==> src/rtl/mul_sign_wrap.sv <==
// Sign-handling, handshaked wrapper around an external 32x32 unsigned multiplier.
// Stage 1 holds operand magnitudes for MUL_CYCLES cycles; stage 2 holds the sign-corrected product.
module mul_sign_wrap #(
    parameter int unsigned MUL_CYCLES = 1  // legal range 1..15
) (
    input  logic        clk,
    input  logic        rst_n,
    input  logic        in_valid,
    output logic        in_ready,
    input  logic [31:0] in_a,
    input  logic [31:0] in_b,
    input  logic [1:0]  in_op,
    output logic [31:0] mul_a,
    output logic [31:0] mul_b,
    input  logic [63:0] mul_y,
    output logic        out_valid,
    input  logic        out_ready,
    output logic [63:0] out_y
);

    localparam int unsigned DW = 32;
    localparam int unsigned PW = 64;
    localparam int unsigned CW = 4;
    localparam logic [CW-1:0] CNT_LOAD = CW'(MUL_CYCLES - 1);

    logic          s1_valid;
    logic          s2_valid;
    logic          neg;
    logic [CW-1:0] cnt;

    logic sign_a;
    logic sign_b;
    logic s1_done;
    logic xfer;
    logic accept;

    // Handshake decode; in_ready only sees out_ready once stage 1 has settled.
    always_comb begin
        sign_a   = 1'b0;
        sign_b   = 1'b0;
        s1_done  = 1'b0;
        xfer     = 1'b0;
        in_ready = 1'b0;
        accept   = 1'b0;

        sign_a   = ((in_op == 2'b01) || (in_op == 2'b10)) && in_a[DW-1];
        sign_b   = (in_op == 2'b01) && in_b[DW-1];
        s1_done  = s1_valid && (cnt == '0);
        xfer     = s1_done && (!s2_valid || out_ready);
        in_ready = !s1_valid || xfer;
        accept   = in_valid && in_ready;
    end

    // Stage 1: operand magnitudes and settle counter.
    always_ff @(posedge clk) begin
        if (!rst_n) begin
            s1_valid <= 1'b0;
            neg      <= 1'b0;
            cnt      <= '0;
            mul_a    <= '0;
            mul_b    <= '0;
        end else if (accept) begin
            s1_valid <= 1'b1;
            neg      <= sign_a ^ sign_b;
            cnt      <= CNT_LOAD;
            mul_a    <= sign_a ? (~in_a + DW'(1)) : in_a;
            mul_b    <= sign_b ? (~in_b + DW'(1)) : in_b;
        end else if (xfer) begin
            s1_valid <= 1'b0;
        end else if (s1_valid && (cnt != '0)) begin
            cnt <= cnt - CW'(1);
        end
    end

    // Stage 2: sign-restored product, held under backpressure.
    always_ff @(posedge clk) begin
        if (!rst_n) begin
            s2_valid <= 1'b0;
            out_y    <= '0;
        end else if (xfer) begin
            s2_valid <= 1'b1;
            out_y    <= neg ? (~mul_y + PW'(1)) : mul_y;
        end else if (out_ready) begin
            s2_valid <= 1'b0;
        end
    end

    assign out_valid = s2_valid;

endmodule

==> config.mk <==
export PLATFORM = sky130hd
export DESIGN_NAME = mul_sign_wrap
export DESIGN_NICKNAME = d
export VERILOG_FILES = /design/src/rtl/mul_sign_wrap.sv
export SDC_FILE = /design/constraint.sdc
export NUM_CORES = 1
export LEC_CHECK = 0
export ABC_AREA = 1
export BUFFER_PORTS_ARGS = -buffer_cell sky130_fd_sc_hd__buf_2
export CORE_AREA = 3 3 145 147
export CTS_CLUSTER_DIAMETER = 80
export CTS_CLUSTER_SIZE = 16
export DETAILED_ROUTE_END_ITERATION = 8
export DIE_AREA = 0 0 148 150
export PLACE_DENSITY_LB_ADDON = 0.1
export SLEW_MARGIN = 20
export SYNTH_ARGS = -nofsm -noshare
export SYNTH_HDL_FRONTEND = slang
export SYNTH_SLANG_ARGS = --single-unit
==> constraint.sdc <==
create_clock -name clk -period 1.95 [get_ports clk]
set_clock_uncertainty 0.1 [all_clocks]
set_input_delay 0.2925 -clock clk [delete_from_list [all_inputs] [get_ports clk]]
set_output_delay 0.2925 -clock clk [all_outputs]
set_load 0.05 [all_outputs]
==> impl_metrics.json <==
{
  "clock_sink_count": 135,
  "post-dp-hpwl_mm": 24.44,
  "placeableCoreArea_um2": 20040,
  "global_route.peak_usage_layer": "met2",
  "max-cap-violations": 0,
  "slowest_stage": "sky130_fd_sc_hd__dfxtp_1",
  "clk_latency_ps": 420,
  "setup_viol": 0,
  "yosys_register_bits": 135,
  "final_cell_mix": "417 x sky130_fd_sc_hd__nand2_1, 287 x sky130_fd_sc_hd__nor2_1, 262 x sky130_fd_sc_hd__buf_2",
  "drive_above_1_share_pct": 22.71,
  "worstPathMaxFanout": 3,
  "antenna_found_initial": 0,
  "worst_setup_hold_path_clk_slew_ps": 60,
  "via_count_of_the_first_global_routing_pass": 9630,
  "yosysWarningCount": 0,
  "worst_ep_arrival_time_ps": 1490,
  "status": "complete, no violations",
  "post_synth_edffs": 0,
  "placement_rows": 52,
  "placement.io_buffers": 263,
  "fin_area_um2": 11750,
  "netlist_instances": 1507,
  "detail-route-antenna-nets": 0,
  "cp_data_required_time_ps": 1560,
  "post-route-period-util_pct": 96.79,
  "post_synth_num_cell_types": 41,
  "total_power_divided_by_cell_area_nw_per_um2": 829.9,
  "tritoncts_clock_tree": "built",
  "finalCriticalPeriod_ps": 1887,
  "dominantRegCellSynth": "sky130_fd_sc_hd__dfxtp_1",
  "start_util_pct": 44.30,
  "worstHoldPathCells": 3,
  "grt.met1_usage_pct": 34.04,
  "reg2reg_from": "cnt[0]",
  "ff2ff_setup_slack_ps": 130,
  "ctsHoldBuffers": 0,
  "netlist.area_leader.share_pct": 30.44,
  "route.detailed.vias_per_inst": 4.890,
  "crit_path_class": "flop to output port",
  "dpl.cell_count": 2078,
  "ctsRootBufferMaster": "sky130_fd_sc_hd__clkbuf_16",
  "netlist_top_cells_area": "sky130_fd_sc_hd__dfxtp_1 30%, sky130_fd_sc_hd__nand2_1 18%, sky130_fd_sc_hd__nor2_1 12%",
  "maxClockFrequency_mhz": 529.8,
  "dieWidth_um": 148,
  "track_usage_pct": 27.00,
  "layout.cells.most_common": "sky130_fd_sc_hd__nand2_1",
  "fp.dieH_um": 150,
  "peakVddDrop_mv": 0.5768,
  "finalHoldViolations": 0,
  "cp-end-kind": "output port",
  "worst_hold_startpoint": "in_a[31]",
  "die-area_um2": 22200,
  "detailedRoute.firstPassIterationCount": 5,
  "grt.overflow.total": 0,
  "worst_slew_margin_rel_pct": 64.93,
  "drc": 0,
  "totalWireLength_mm": 30.67,
  "global_route.usage.met2_pct": 47.66,
  "insertedDiodeCount": 0,
  "place.gp.congestion": 0.9404,
  "post_synthesis_cell_type_with_the_largest_combined_area": "sky130_fd_sc_hd__dfxtp_1",
  "timing.hold.worst.class": "primary input to flop",
  "finalNetCount": 1973,
  "final-instance-count-excl-fill": 2115,
  "h_tree_level_count": 4,
  "clock_buffers_created_by_tritoncts": 17,
  "wl_per_cell_um": 14.50,
  "worst-r2r-cell-count": 14,
  "timing.final.max_slew_violations": 0,
  "critical_path.reg2reg.endpoint": "mul_b[30]",
  "synthToLayoutAreaGrowth_pct": 32.39,
  "cellLeakagePower_uw": 0.006128,
  "tightestPinTransition_ps": 522.5,
  "ctsLongestPathBuffers": 2,
  "top_level_pins": 264,
  "post_dp_cell_area_um2": 11100,
  "drt_iter0_drc": 569,
  "grt_util_met3_pct": 4.270,
  "ys_async_sr_fraction_pct": 0,
  "grt_start_max_net_pins": 50,
  "synth_nets": 1647,
  "timing.hold.worst_endpoint": "mul_a[31]",
  "crit_chain": "inv_2 > ha_4 > nand3_4 > nor2_4 > nand2_4 > nand2_8 > buf_12",
  "max_stage_delay_ps": 310,
  "vias": 10340,
  "synth.avg_cell_area_um2": 5.891,
  "ys_seq_area_share_pct": 30.44,
  "grt_pass1_wl_mm": 48.36,
  "crit_path_start_kind": "flop",
  "mapped_area_um2": 8877
}
[cell families after synthesis]
family	after synthesis	share of synthesized area (%)
AND/OR/NAND/NOR	901	42.20
buffers and inverters	221	9.937
AO/OA/AOI/OAI	194	11.64
flip-flops	135	30.44
XOR/XNOR	50	4.933
adder cells (fa/ha/maj)	6	0.8456
[through the flow]
| step | power, µW | utilization (%) | TNS (ps) | hold WS, ps | worst slack, ps |
|---|---|---|---|---|---|
| after floorplan | 5620 | - | 0 | 323.8 | 14.95 |
| after global placement | 6697 | 55.38 | -81.65 | 333.6 | -66.29 |
| after detailed placement | 6718 | 55.38 | -141.6 | 333.7 | -38.23 |
| after CTS | 9811 | 58.25 | 0 | 19.52 | 11.56 |
| after global routing | 10280 | 58.65 | -12.15 | 42.32 | -12.15 |
| final | 9753 | 58.65 | 0 | 28.49 | 62.61 |
[worst max-delay path, delay by kind of cell (launching register included)]
kind                     cells  cell delay (ps)
AND/OR/NAND/NOR              4              380
flip-flops                   1              310
buffers and inverters        2              220
adder cells (fa/ha/maj)      1              150
[Yosys cell counts, types with 7 or more instances]
master,count
sky130_fd_sc_hd__o21ai_1,24
sky130_fd_sc_hd__dfxtp_1,135
sky130_fd_sc_hd__xnor2_1,13
sky130_fd_sc_hd__nand3_1,138
sky130_fd_sc_hd__xor2_1,37
sky130_fd_sc_hd__nand4_1,19
sky130_fd_sc_hd__clkbuf_1,19
sky130_fd_sc_hd__inv_1,167
sky130_fd_sc_hd__nor3_1,9
sky130_fd_sc_hd__nor2_1,287
sky130_fd_sc_hd__o21ai_0,91
sky130_fd_sc_hd__nand2_1,417
sky130_fd_sc_hd__nand3b_1,7
sky130_fd_sc_hd__buf_2,21
sky130_fd_sc_hd__a21oi_1,57
[sequential cells by signal, summed over array words and instances (netlist names)]
register	cells
cnt	4
mul_a	32
mul_b	32
neg	1
out_valid	1
out_y	64
s1_valid	1
[worst max path at each step]
stage	slack (ps)	from	end
after floorplan	10	out_valid	mul_a[4]
after global placement	-70	in_a[1]	mul_a[14]
after detailed placement	-40	mul_y[4]	out_y[39]
after CTS	10	cnt[1]	in_ready
after global routing	-10	cnt[0]	in_ready
final	60	cnt[0]	in_ready
[final cells by class]
type | count | area, µm²
Timing Repair Buffer | 355 | 2172
Inverter | 173 | 655.6
Clock inverter | 7 | 45.04
Clock buffer | 24 | 501.7
Sequential cell | 135 | 2705
Multi-Input combinational cell | 1151 | 5335
Tap cell | 270 | 337.8
Fill cell | 2076 | 8287
[report_power, final]
group / leakage (µW) / internal (µW) / switching, µW
clock: 0.000260 / 1780 / 1270
combinational: 0.00475 / 1040 / 2440
sequential: 0.00111 / 3070 / 158
total: 0.00613 / 5890 / 3870
[per-layer routing]
| metal | part of all wire, % | vias to the layer above |
|---|---|---|
| li1 | - | 5425 |
| met1 | 44 | 4579 |
| met2 | 48 | 305 |
| met3 | 6.0 | 34 |
| met4 | 1.9 | 0 |
| met5 | 0 | - |
[repair_timing]
item                                    in CTS  in global routing
hold endpoints to repair                     0                  0
resized for setup                            5                 10
endpoints found under the setup margin      16                 45
buffers inserted                             2                  4
pin swaps                                    2                  2
Note: power is estimated with default switching activity, not from simulation.
